==> config.mk <==
export PLATFORM = sky130hd
export DESIGN_NAME = popcount_sequencer
export DESIGN_NICKNAME = d
export VERILOG_FILES = /design/src/rtl/popcount_seq_pkg.sv /design/src/rtl/popcount_sequencer_ones.sv /design/src/rtl/popcount_sequencer.sv
export SDC_FILE = /design/constraint.sdc
export NUM_CORES = 1
export LEC_CHECK = 0
export BUFFER_PORTS_ARGS = -buffer_cell sky130_fd_sc_hd__buf_2
export CORE_MARGIN = 2
export CORE_UTILIZATION = 36
export CTS_CLUSTER_DIAMETER = 150
export DETAILED_ROUTE_END_ITERATION = 12
export PLACE_DENSITY = 0.6
export SLEW_MARGIN = 5
export SYNTH_ARGS = -nofsm -noshare
export SYNTH_HDL_FRONTEND = slang
export SYNTH_HIERARCHICAL = 1
export SYNTH_SLANG_ARGS = --single-unit
==> constraint.sdc <==
create_clock -name clk -period 12.3 [get_ports clk]
set_input_delay 0 -clock clk [delete_from_list [all_inputs] [get_ports clk]]
set_output_delay 0 -clock clk [all_outputs]
set_load 0.01 [all_outputs]
==> src/rtl/popcount_seq_pkg.sv <==
// popcount_seq_pkg: shared widths and FSM encoding for the popcount sequencer
package popcount_seq_pkg;
  localparam int CHUNK_W = 7;
  localparam int CW = 3;
  typedef enum logic [1:0] {
    IDLE = 2'd0,
    RUN  = 2'd1,
    DONE = 2'd2
  } state_e;
endpackage

==> src/rtl/popcount_sequencer_ones.sv <==
// ones_counter_7: combinational count of set bits in a 7-bit chunk
module ones_counter_7
  import popcount_seq_pkg::*;
(
  input  logic [CHUNK_W-1:0] chunk,
  output logic [CW-1:0]      ones
);
  always_comb begin
    ones = '0;
    for (int i = 0; i < CHUNK_W; i++) ones = ones + {{(CW-1){1'b0}}, chunk[i]};
  end
endmodule

==> src/rtl/popcount_sequencer.sv <==
// popcount_sequencer: counts ones in a wide word, one 7-bit chunk per clock
module popcount_sequencer
  import popcount_seq_pkg::*;
#(
  parameter int CHUNKS = 4,
  parameter int CNT_W = $clog2(7*CHUNKS+1)
) (
  input  logic                  clk,
  input  logic                  rst_n,
  input  logic                  in_valid,
  output logic                  in_ready,
  input  logic [7*CHUNKS-1:0]   in_data,
  output logic                  out_valid,
  input  logic                  out_ready,
  output logic [CNT_W-1:0]      out_count,
  output logic                  busy
);
  localparam int IDX_W = CHUNKS > 1 ? $clog2(CHUNKS) : 1;
  localparam logic [IDX_W-1:0] LAST = IDX_W'(CHUNKS-1);
  state_e state_q, state_d;
  logic [7*CHUNKS-1:0] data_q, data_d;
  logic [IDX_W-1:0] idx_q, idx_d;
  logic [CNT_W-1:0] acc_q, acc_d, cnt_q, cnt_d, sum;
  logic [CHUNK_W-1:0] chunk;
  logic [CW-1:0] ones;
  assign chunk = CHUNK_W'(data_q >> (CHUNK_W * int'(idx_q)));
  ones_counter_7 u_ones (.chunk(chunk), .ones(ones));
  assign sum = acc_q + CNT_W'(ones);
  always_comb begin
    state_d = state_q;
    data_d = data_q;
    idx_d = idx_q;
    acc_d = acc_q;
    cnt_d = cnt_q;
    case (state_q)
      IDLE: if (in_valid) begin
        data_d = in_data;
        acc_d = '0;
        idx_d = '0;
        state_d = RUN;
      end
      RUN: begin
        acc_d = sum;
        idx_d = idx_q == LAST ? idx_q : idx_q + 1'b1;
        cnt_d = idx_q == LAST ? sum : cnt_q;
        state_d = idx_q == LAST ? DONE : RUN;
      end
      DONE: state_d = out_ready ? IDLE : DONE;
      default: state_d = IDLE;
    endcase
  end
  always_ff @(posedge clk) begin
    if (!rst_n) begin
      state_q <= IDLE;
      data_q <= '0;
      idx_q <= '0;
      acc_q <= '0;
      cnt_q <= '0;
    end else begin
      state_q <= state_d;
      data_q <= data_d;
      idx_q <= idx_d;
      acc_q <= acc_d;
      cnt_q <= cnt_d;
    end
  end
  assign in_ready = state_q == IDLE;
  assign out_valid = state_q == DONE;
  assign busy = state_q == RUN || state_q == DONE;
  assign out_count = cnt_q;
endmodule
### Word-level counts from Yosys, hierarchy flattened

Cells that the tools add are included.

| operators by class | value |
|---|---|
| add/subtract/negate cells | 8 |
| multiply operators | 1 |
| divide/modulo/power cells | 0 |
| order comparisons | 0 |
| equal/unequal tests | 5 |
| shift operators | 1 |
| multiplexer cells | 9 |
| bitwise gates (word level) | 0 |
| reduce and logical (&&, ||, !) cells | 7 |

Operators by type and width:

| operator | count |
|---|---|
| $shr 28x5->7 | 1 |
| $add 3x1->3 | 5 |
| $mux 2 | 5 |
| $pmux 5 s2 | 1 |
| $pmux 2 s3 | 1 |
| $reduce_and 2->1 | 3 |
| $add 5x3->5 | 1 |
| $mul 3x2->5 const A | 1 |
| $mux 5 | 1 |
| $eq 2x2->1 const B | 2 |
| $ne 2x2->1 const B | 2 |
| $pmux 2 s2 | 1 |
| $reduce_and 3->1 | 1 |
| $add 1x1->2 | 1 |
| $add 2x1->2 const B | 1 |
| $eq 2x1->1 const B | 1 |
| $logic_not 2->1 | 1 |
| $reduce_bool 2->1 | 1 |
| $logic_or 1x1->1 | 1 |

| word-level totals | value |
|---|---|
| bits in registers | 42 |
| bits in latches | 0 |
| bits in writable memories | 0 |
| bits in read-only memories | 0 |
| bits of input ports | 32 |
| output and inout port bits | 8 |
| memories kept | 0 |

### Depth between registers and ports, before layout

| depth | value |
|---|---|
| word-level depth | 10 |
| gate-level depth with buffers | 14 |

### By module

The synthesis kept the hierarchy.

By module, submodules not included:

| module | times used | cells an instance | area each (um^2) | seq. area each (um^2) |
|---|---|---|---|---|
| popcount_sequencer | 1 | 219 | 1,870.5 | 840.8 |
| ones_counter_7 | 1 | 12 | 110.1 | 0.0 |

### Worst setup path before layout

OpenSTA, ideal clock, no wires.

| timing path | value |
|---|---|
| path kind | reg2reg |
| start | register idx_q[0] |
| end | register acc_q[3] |
| setup time | 74 ps |
| arrival | 3,992 ps |
| setup slack | 8,234 ps |
| cell stages (with the launch flop) | 14 |
| path buffers | 1 |
| clock period less this slack | 4,066 ps |
| path through | dfxtp_1 > buf_2 > mux4_2 > inv_1 > fa_1 > fa_1 > inv_1 > fa_1 > fa_1 > ha_1 > a21o_1 > a21oi_1 > or4b_1 > a31oi_1 |

| between the ends | value |
|---|---|
| word-level cells in the longest chain between the ends | 10 |

Ends and longest elaborated chain:

| what | RTL line | text |
|---|---|---|
| start: declaration | popcount_sequencer.sv:22 | `logic [IDX_W-1:0] idx_q, idx_d;` |
| start signal: assignment | popcount_sequencer.sv:62 | `idx_q <= idx_d;` |
| $mul 3x2->5 | popcount_sequencer.sv:26 | `assign chunk = CHUNK_W'(data_q >> (CHUNK_W * int'(idx_q)));` |
| $shr 28x5->7 | popcount_sequencer.sv:26 |  |
| net chunk[1] | popcount_sequencer.sv:24 | `logic [CHUNK_W-1:0] chunk;` |
| $add 1x1->2 | popcount_sequencer_ones.sv:10 | `for (int i = 0; i < CHUNK_W; i++) ones = ones + {{(CW-1){1'b0}}, chunk[i]};` |
| $add 3x1->3 (5 in a row) | popcount_sequencer_ones.sv:10 |  |
| net ones[1] | popcount_sequencer.sv:25 | `logic [CW-1:0] ones;` |
| $add 5x3->5 | popcount_sequencer.sv:28 | `assign sum = acc_q + CNT_W'(ones);` |
| $pmux 5 s2 | popcount_sequencer.sv:35 | `case (state_q)` |
| end signal: assignment | popcount_sequencer.sv:57 | `acc_q <= '0;` |
| end signal: assignment | popcount_sequencer.sv:63 | `acc_q <= acc_d;` |
| end: declaration | popcount_sequencer.sv:23 | `logic [CNT_W-1:0] acc_q, acc_d, cnt_q, cnt_d, sum;` |

The timed path passes the listed nets, and every way through them passes these cells.
A chain may end at the register's enable or synchronous reset.

### Worst setup path after layout

Same ends and word-level chain as after synthesis.

==> impl_metrics.toml <==
[run_status]
status = "completed"

[die]
io_pins = 40
die-area_sq_um = 6110
row_count = 27
die-height_um = 78.2
initial_core_util_pct = 36.6
core-area_sq_um = 5410
die_w_um = 78.2

[place]
post-dp-hpwl_um = 2990
io_buffers = 39
placed_cell_area_sq_um = 2210
place.gp.congestion = 0.785

[critical_path]
critPathArrivalTime_ps = 4600
cpMaxStageDelayCell = "dfxtp_1"
startpoint_type = "register"
cp-end-kind = "register"
cpPeakStageDelay_ps = 690
regToRegStartpoint = "idx_q[0]"
cp_common_cell = "fa_1"
cp.required_ps = 12530
criticalPathCategory = "register to register"
cp_max_fo = 11
crit_start = "idx_q[0]"
path_cells = "mux4_2 -> inv_1 -> fa_1 -> fa_1 -> inv_1 -> fa_1 -> fa_1 -> ha_1 -> a21o_1 -> a21oi_1 -> or4b_1 -> a31oi_1"

[clock_tree]
cts_num_sinks = 42
htree_levels = 2
clk_path_buf_depth = 2
cts_tree = "done"
cts-buffers-inserted = 5
cts_resized = 0
worstSkewPairLatency_ps = 300
cts_root_buf = "clkbuf_8"
cts.repair_timing.setup_buffer_count = 0
path_clk_slew_ps = 80

[routing]
wl_per_cell_um = 12.1
via_per_inst = 4.67
totalWireLength_um = 4430
drc = 0
firstDrtPassIters = 4
drtAntennaViolNets = 0
drt_iter0_drc = 79
vias = 1705

[synth]
synth_top_cell_by_area = "dfxtp_1"
synth_nets = 276
synthArstFlopShare_pct = 0
syn_inst = 231
yosys.area_share.xor_xnor_pct = 0.884
netlist.area_leader.share_pct = 42.5
ys_seq_elements = 42
synth_warnings = 6
synth_edf_count = 0
synthMuxAreaShare_pct = 7.96
synth-simple-area-share_pct = 18.5
ys.flop_type = "dfxtp_1"
synthTopCellsByArea = "dfxtp_1 42%, nand2_1 12%, a21oi_1 8.8%"
synth-compound-area-share_pct = 14.3
synth_area_sq_um = 1980
ys_seq_area_share_pct = 42.5
ys_types = 32
synth_top_family_by_area = "simple AND/OR/NAND/NOR gates"
syn_area_per_cell_sq_um = 8.57
synthAdderAreaFrac_pct = 10.1

[cells_and_area]
layout_commonest_cell = "nand2_1"
final_cell_mix = "63 x nand2_1, 42 x dfxtp_1, 39 x buf_2"
design_area_sq_um = 2590
antennaDiodeCount = 0
area_growth_pct = 30.6
nNetsFinal = 337
drive_gt1_share_pct = 18.8
ff_latch_area_sq_um = 841
multiInputGateArea_sq_um = 1030
fillers = 554

[timing]
maxSlewHeadroom_pct = 33.5
rsz0062_at_grt = "no"
fin_worst_skew_ps = 6.58
hold_viol = 0
min_period_over_period_pct = 35.5
post-route-min-period_ps = 4370
fin_tns_setup_ps = 0
fmax_mhz = 229
slew_viol_final = 0
tightest_slew_ps = 998
setup_violations = 0

[hold_path]
hold_class = "input pin to register"
min-delay-start = "rst_n"

[power_and_ir_drop]
power_density_nw_per_um2 = 113
p_total_uw = 293
ir_drop_uv = 42.1
p_leak_uw = 0.00106

[grt]
antenna_found_initial = 0
grt_use_total_pct = 15.7
grt_overflow = 0
grt_pass1_wl_um = 7580
grt_max_degree = 30
grt_pass1_vias = 1674

[run]
drv_cap = 0
-- stage by stage --
step | instances | hold WS, ps | worst slack (ps) | utilization, %
3_5_place_dp | 329 | 247 | 7920 | 40.9
6_report | 365 | 52.3 | 7930 | 47.8
3_3_place_gp | 329 | 243 | 8000 | 40.9
4_1_cts | 365 | 51.4 | 7900 | 47.8
2_1_floorplan | 231 | 136 | 8230 | -
5_1_grt | 365 | 58.9 | 7660 | 47.8
-- final cells by class --
type | instances | share of cell area, %
inverter | 14 | 2.03
sequential | 42 | 32.5
tap | 72 | 3.48
clock buffer | 5 | 2.66
timing repair buffer | 68 | 18.7
clock inverter | 3 | 0.968
multi-input combinational | 161 | 39.7
-- routing by layer --
| layer | vias up | global-route usage [%] | wire (um) |
|---|---|---|---|
| met5 | - | 0 | 0 |
| met4 | 0 | 5.96 | 65 |
| met3 | 5 | 3.56 | 128 |
| met2 | 22 | 24.6 | 1990 |
| met1 | 782 | 21.1 | 2240 |
| li1 | 896 | - | - |
-- flip-flops by register name (all words and copies together) (netlist names) --
| name | cells |
|---|---|
| acc_q | 5 |
| data_q | 28 |
| state_q | 2 |
| idx_q | 2 |
| out_count | 5 |
-- worst max-delay path, delay by kind of cell (launching register included) --
kind	cells	cell delay [ps]
compound gates	3	350
fa+ha+maj	5	2070
buf+inv	2	140
flops	1	690
mux	1	570
simple gates	1	480
-- kinds of logic after synthesis --
group,Yosys count
flops,42
simple gates,88
fa+ha+maj,13
mux,7
buf+inv,28
xor+xnor,2
compound gates,51
-- cells in the mapped netlist (2+ instances only) --
cell type  number
a211oi_1        2
nor2b_1         2
nor2_1          9
clkbuf_1        5
fa_1            5
nand2b_1        2
and2_1          2
o21ai_0         4
xor2_1          2
a21oi_1        35
buf_2           7
dfxtp_1        42
a2bb2oi_1       2
nand3_1         5
nand2_1        63
ha_1            8
inv_1          14
buf_1           2
mux4_2          7
-- timing repair --
action | CTS | global route
endpoints found under the setup margin | 0 | 0
endpoints found under the hold margin | 28 | 0
hold buffers | 28 | 0
-- where the power goes --
group / switching, uW / internal, uW / leakage (uW)
sequential: 5.00 / 143 / 0.000343
clock: 51.9 / 41.0 / 0.0000447
combinational: 26.3 / 25.9 / 0.000674
total: 83.2 / 210 / 0.00106
-- final timing paths --
check                               endpoint  slack (ps)  cells after the start
worst max-delay path                acc_q[3]        7930                     12
worst min-delay path              state_q[0]          50                      2
worst max register to register      acc_q[3]        7930                     12
worst min register to register  out_count[0]         460                      2
(Power assumes the default switching activity.)
